<file path="config.mk">
export PLATFORM = sky130hd
export DESIGN_NAME = serial_subtractor
export DESIGN_NICKNAME = d
export VERILOG_FILES = /design/src/rtl/serial_sub_pkg.sv /design/src/rtl/serial_subtractor_full_subtractor.sv /design/src/rtl/serial_subtractor.sv
export SDC_FILE = /design/constraint.sdc
export NUM_CORES = 1
export LEC_CHECK = 0
export CAP_MARGIN = 20
export CORE_MARGIN = 1
export CORE_UTILIZATION = 55
export DETAILED_ROUTE_END_ITERATION = 6
export PLACE_DENSITY = 0.84
export SYNTH_ARGS = -nofsm -noshare
export SYNTH_HDL_FRONTEND = slang
export SYNTH_HIERARCHICAL = 1
export SYNTH_SLANG_ARGS = --single-unit
</file>
<file path="constraint.sdc">
create_clock -name clk -period 2.7 [get_ports clk]
set_input_delay 0.54 -clock clk [delete_from_list [all_inputs] [get_ports clk]]
set_output_delay 0.54 -clock clk [all_outputs]
set_load 0.01 [all_outputs]
</file>
<file path="src/rtl/serial_sub_pkg.sv">
// Shared types and helpers for the bit-serial subtractor.
// Build option SERIAL_SUB_SAT_EN is consumed by serial_subtractor.sv.
package serial_sub_pkg;

  typedef enum logic [1:0] {
    IDLE = 2'd0,
    RUN  = 2'd1,
    DONE = 2'd2
  } sub_state_t;

  localparam int SUB_WIDTH_DEFAULT = 8;

  // Bit counter only has to reach WIDTH-1; keep at least one bit.
  function automatic int cnt_width(input int w);
    return (w > 1) ? $clog2(w) : 1;
  endfunction

endpackage

</file>
<file path="src/rtl/serial_subtractor_full_subtractor.sv">
// One-bit full subtractor: d = x - y - bin, bout set on local underflow.
module full_subtractor (
  input  logic x,
  input  logic y,
  input  logic bin,
  output logic d,
  output logic bout
);

  assign d    = x ^ y ^ bin;
  assign bout = (~x & y) | (~(x ^ y) & bin);

endmodule

</file>
<file path="src/rtl/serial_subtractor.sv">
// Bit-serial LSB-first subtractor computing a - b over WIDTH cycles.
// Define SERIAL_SUB_SAT_EN to clamp diff to zero on unsigned underflow.
module serial_subtractor
  import serial_sub_pkg::*;
#(
  parameter int WIDTH = SUB_WIDTH_DEFAULT
) (
  input  logic             clk,
  input  logic             rst,
  input  logic             start,
  input  logic [WIDTH-1:0] a,
  input  logic [WIDTH-1:0] b,
  output logic [WIDTH-1:0] diff,
  output logic             borrow_out,
  output logic             busy,
  output logic             done,
  output sub_state_t       state_dbg
);

  localparam int CW = cnt_width(WIDTH);

  // Handshake: start is sampled only in IDLE or DONE; a rising edge with
  // start=1 in those states captures a/b. done pulses for one cycle and
  // diff/borrow_out stay valid until the next accepted start.
  sub_state_t       state_q;
  logic [WIDTH-1:0] a_sh_q;
  logic [WIDTH-1:0] b_sh_q;
  logic [WIDTH-1:0] res_q;
  logic [CW-1:0]    cnt_q;
  logic             borrow_q;
  logic [WIDTH-1:0] diff_q;
  logic             borrow_out_q;
  logic             done_q;

  logic             bit_d;
  logic             borrow_d;
  logic [WIDTH-1:0] res_d;
  logic [WIDTH-1:0] diff_d;
  logic             last_bit;

  full_subtractor u_fs (
    .x    (a_sh_q[0]),
    .y    (b_sh_q[0]),
    .bin  (borrow_q),
    .d    (bit_d),
    .bout (borrow_d)
  );

  assign res_d    = {bit_d, res_q[WIDTH-1:1]};
  assign last_bit = (cnt_q == CW'(WIDTH - 1));

  always_comb begin
    diff_d = res_d;
`ifdef SERIAL_SUB_SAT_EN
    if (borrow_d) diff_d = '0;
`endif
  end

  always_ff @(posedge clk or posedge rst) begin
    if (rst) begin
      state_q      <= IDLE;
      a_sh_q       <= '0;
      b_sh_q       <= '0;
      res_q        <= '0;
      cnt_q        <= '0;
      borrow_q     <= 1'b0;
      diff_q       <= '0;
      borrow_out_q <= 1'b0;
      done_q       <= 1'b0;
    end else begin
      done_q <= 1'b0;
      case (state_q)
        IDLE, DONE: begin
          if (start) begin
            a_sh_q   <= a;
            b_sh_q   <= b;
            borrow_q <= 1'b0;
            cnt_q    <= '0;
            state_q  <= RUN;
          end else begin
            state_q <= IDLE;
          end
        end
        RUN: begin
          a_sh_q   <= a_sh_q >> 1;
          b_sh_q   <= b_sh_q >> 1;
          res_q    <= res_d;
          borrow_q <= borrow_d;
          cnt_q    <= cnt_q + CW'(1);
          // Final bit: publish result and pulse done in the same edge.
          if (last_bit) begin
            diff_q       <= diff_d;
            borrow_out_q <= borrow_d;
            done_q       <= 1'b1;
            state_q      <= DONE;
          end
        end
        default: state_q <= IDLE;
      endcase
    end
  end

  assign diff       = diff_q;
  assign borrow_out = borrow_out_q;
  assign busy       = (state_q == RUN);
  assign done       = done_q;
  assign state_dbg  = state_q;

endmodule

</file>
======== After elaboration in Yosys (flattened, before gate mapping) ========
Index checks and enable logic that the tools add are counted.
operators by class
  div/mod/pow operators ................... 0
  multipliers ............................. 0
  mux-type cells .......................... 13
  bitwise operators ....................... 7
  equality and inequality tests ........... 5
  order comparisons ....................... 0
  shift operators ......................... 0
  add/sub/neg operators ................... 1
  reduce and logical (&&, ||, !) cells .... 5
operators by type and width
  operator             number
  $pmux 8 s2           2
  $mux 8               2
  $pmux 3 s2           1
  $mux 1               4
  $pmux 2 s2           1
  $reduce_and 2->1     2
  $add 3x1->3 const B  1
  $eq 3x3->1 const B   1
  $mux 3               1
  $and 1x1->1          2
  $eq 2x1->1 const B   1
  $eq 2x2->1 const B   1
  $logic_not 2->1      1
  $mux 2               1
  $ne 2x1->1 const B   1
  $ne 2x2->1 const B   1
  $not 1->1            2
  $pmux 1 s2           1
  $reduce_bool 2->1    1
  $reduce_or 2->1      1
  $xor 1x1->1          2
  $or 1x1->1           1
word-level totals
  output and inout port bits .............. 13
  bits of input ports ..................... 19
  memory bits (writable) .................. 0
  latch bits .............................. 0
  memory bits (read-only) ................. 0
  bits in registers ....................... 40
  memories ................................ 0
  word-level logic and storage cells ...... 40

======== Logic depth before layout (Yosys ltp) ========
  depth in word-level cells ............... 5
  mapped depth ............................ 6

======== Modules after synthesis ========
Netlist, hierarchy kept.
modules (own cells, without submodules)
  module             cells an instance  area each (µm²)  instances  seq. area each (µm²)
  serial_subtractor  146                1672.9           1          975.9
  full_subtractor    4                  31.3             1          0.0

======== Least setup slack after synthesis ========
Ideal clock, no wire load.
  kind .................................... reg-to-output
  start point ............................. reg state_q[1] (netlist: state_dbg[1])
  end point ............................... out busy
  stages on the path, launching flop included .. 5
  slack ................................... 1.190 ns
  arrival ................................. 0.970 ns
  cell sequence ........................... dfrtp_1 buf_4 nand2b_4 inv_2 buf_2
between the ends
  longest elaborated chain between the ends .. 1
ends and longest elaborated chain
  element                 RTL line                  source
  start, declared         serial_subtractor.sv:25   sub_state_t state_q;
  start signal, assigned  serial_subtractor.sv:61   state_q <= IDLE;
  start signal, assigned  serial_subtractor.sv:79   state_q <= RUN;
  start signal, assigned  serial_subtractor.sv:81   state_q <= IDLE;
  $eq 2x1->1              serial_subtractor.sv:105  assign busy = (state_q == RUN);
  end, declared           serial_subtractor.sv:15   output logic busy,
No other way between the ends.

======== Final worst setup path ========
Same ends and word-level chain as after synthesis.

==> summary.txt <==
Status: complete, but fails checks
Failing checks: DRC
Chip width: 57.7 µm
Switching power total: 0.000837 W
H-tree depth: 2
Post-Route WL: 3070 µm
Most used flip-flop cell after synthesis: dfrtp_1
Core Area: 2850 µm²
Sw frac: 35.7%
Post-synth EDFFs: 0
I/O Pins: 32
Gr usage total: 21.2%
Pwr dens: 1120 nW/µm²
FP Rows: 19
Vias in the first global route: 1,098
Top cells by count, synth: 39 x dfrtp_1, 21 x nand2_1, 12 x nor2_1, 10 x nor3_1, 10 x o22ai_1
Synth area leaders: dfrtp_1 57%, mux2_4 7.9%, nand2_1 4.6%
Pins Over Slew Limit: 0
CTS Sinks: 39
GPL Wtd Cong: 0.776
Layout cells sized above 1: 13.7%
FMAX: 436 MHz
Clock Latency Late Sink: 0.34 ns
Maximum vdd drop: 0.595 mV
Global route overflow: 0
Fillers: 214
RSZ-0062 raised after global routing: no
Main combinational cell family by area after synthesis: simple AND/OR/NAND/NOR gates
CP startpoint kind: flip-flop
Vias/cell: 5.68
Post-synth top area share: 57.3%
Initial Util: 59.7%
Area grow syn2layout: 22.2%
HPWL after detailed placement: 2140 µm
Max-cap check violation count: 0
Leak: 0.946 nW
CP Data Arrival Time: 1.76 ns
Final Hold Viols: 0
Routed wire per std cell: 14.3 µm
Initial antenna violation count: 0
CTS Hold Buffers Added: 0
Final min period: 2.30 ns
Compound-Gate Fraction of Synth Area: 9.40%
Final period util: 85.0%
Port bufs: 31
Hold Path Class: flip-flop to flip-flop
Worst EP required: 2.16 ns
Clock power frac: 12.2%
Setup-failing EPs final: 0
Final cell count without fillers: 214
Placed cell count: 206
Yosys cell types: 28
First-pass GRT wire length: 5110 µm
CP Max Fanout: 21
Mapped Area: 1700 µm²
Clock Pin Slew Worst Setup and Hold Paths: 0.11 ns
Worst setup EP type: output pin
Comb power frac: 43.6%
Antenna-violating nets left: 0
Fin Setup TNS: 0 ns
Post-DP Area: 2030 µm²
Num CTS Buffers: 5
Multiplexer area fraction after synthesis: 11.6%
Clock skew: 0.0123 ns
Final #Nets: 204
Adder-Cell Fraction of Synth Area: 2.64%
Synth Area in Simple Gates: 14.8%
Post-CTS sizing: 0
Slew headroom: 68.1%
CTS root buf: clkbuf_4
Cell-internal power: 0.00151 W
Die H: 57.7 µm
Final hold slack: 0.500 ns
Top-count cell post-synth: dfrtp_1
Drc violations: 2
Syn Inst Count: 150
XOR/XNOR share of the synthesized area: 0%
FF+latch count, synth: 39
Power consumption: 0.00234 W
Seq pwr share: 44.2%
WS Path Type: flip-flop to output pin
Largest net degree at the start of global routing: 40
Area of the multi-input gates: 656 µm²
Pre-antenna DRT Iters: 6
Postcts setup bufs: 0
Top cell type by total area after synthesis: dfrtp_1
DR vias: 1,216
Worst reg-to-reg setup slack: 0.84 ns
Worst slew pin tran: 0.478 ns
Number of diodes: 0
CTS tree: done
Register area: 976 µm²
Async SR Flop Fraction: 100%
Syn_nets: 172
Register area share after synthesis: 57.3%
Yosys warning count: 6
1st-iter DRT viols: 36
Avg Cell Area, Syn: 11.4 µm²
Total die area: 3330 µm²
Final Cell Area: 2080 µm²
Max clock buf depth: 2
-- layout make-up --
cell class	count	area share [%]
clock buffers	6	1.98
clock inverters	2	0.601
inverters	5	0.901
multi-input cells	96	31.5
flip-flops and latches	39	46.8
well taps	31	1.86
repair buffers	35	16.3
-- kinds of logic after synthesis --
| logic type | count (synthesis) |
|---|---|
| and+or+nand+nor | 54 |
| DFF | 39 |
| AOI/OAI and AO/OA | 24 |
| buffers and inverters | 15 |
| muxes | 15 |
| adders and majority gates | 3 |
-- metal layers --
metal / GRT usage (%) / up-vias / part of all wire (%)
met4: 8.84 / 0 / 1.0
met1: 27.3 / 590 / 45
met5: 0 / - / 0
li1: - / 576 / -
met3: 6.25 / 4 / 4.9
met2: 33.9 / 46 / 49
-- power groups by stage --
stage,Clock [W],Combinational [W],Sequential (W)
floorplan,0,0.000684,0.00104
global placement,0,0.000992,0.00103
detailed placement,0,0.00104,0.00105
CTS,0.000295,0.00103,0.00104
global route,0.000319,0.00115,0.00107
finish,0.000286,0.00102,0.00104
-- sequential cells by signal (all words and copies together) (netlist names) --
register and flops:
done 1, diff 8, state_dbg 2, cnt_q 3, a_sh_q 8, borrow_q 1
res_q 7, borrow_out 1, b_sh_q 8
-- metrics by stage --
stage / util, % / worst slack (ns)
global placement: 71.1 / 0.749
CTS: 73.0 / 0.382
floorplan: - / 1.19
finish: 73.0 / 0.404
detailed placement: 71.1 / 0.653
global route: 73.0 / 0.319
-- critical path, stage by stage (launching register included) --
cell and delay [ns]:
dfrtp_1 0.51, nand2b_4 0.30, inv_2 0.09, clkdlybuf4s50_1 0.53
-- path summary, 6_finish.rpt --
check | end | from | cells after the start
max | busy | state_dbg[1] | 3
min | res_q[1] | res_q[1] | 2
max reg2reg | diff[2] | state_dbg[1] | 5
min reg2reg | res_q[1] | res_q[1] | 2
max in group asynchronous | a_sh_q[5] | rst | 3
min in group asynchronous | res_q[3] | rst | 3
-- cell usage in the layout, fill, tap and decap left out, drive strengths merged --
| cell | n |
|---|---|
| a211oi | 3 |
| a21oi | 3 |
| a221o | 1 |
| a22o | 4 |
| and2 | 2 |
| and3b | 1 |
| buf | 4 |
| clkbuf | 6 |
| clkdlybuf4s50 | 31 |
| clkinv | 1 |
| clkinvlp | 1 |
| dfrtp | 39 |
| fa | 1 |
| ha | 2 |
| inv | 5 |
| mux2 | 11 |
| mux2i | 4 |
| nand2 | 21 |
| nand2b | 2 |
| nand3 | 2 |
| nor2 | 12 |
| nor2b | 4 |
| nor3 | 10 |
| o21ai | 3 |
| o22ai | 10 |
(Power assumes the default switching activity.)
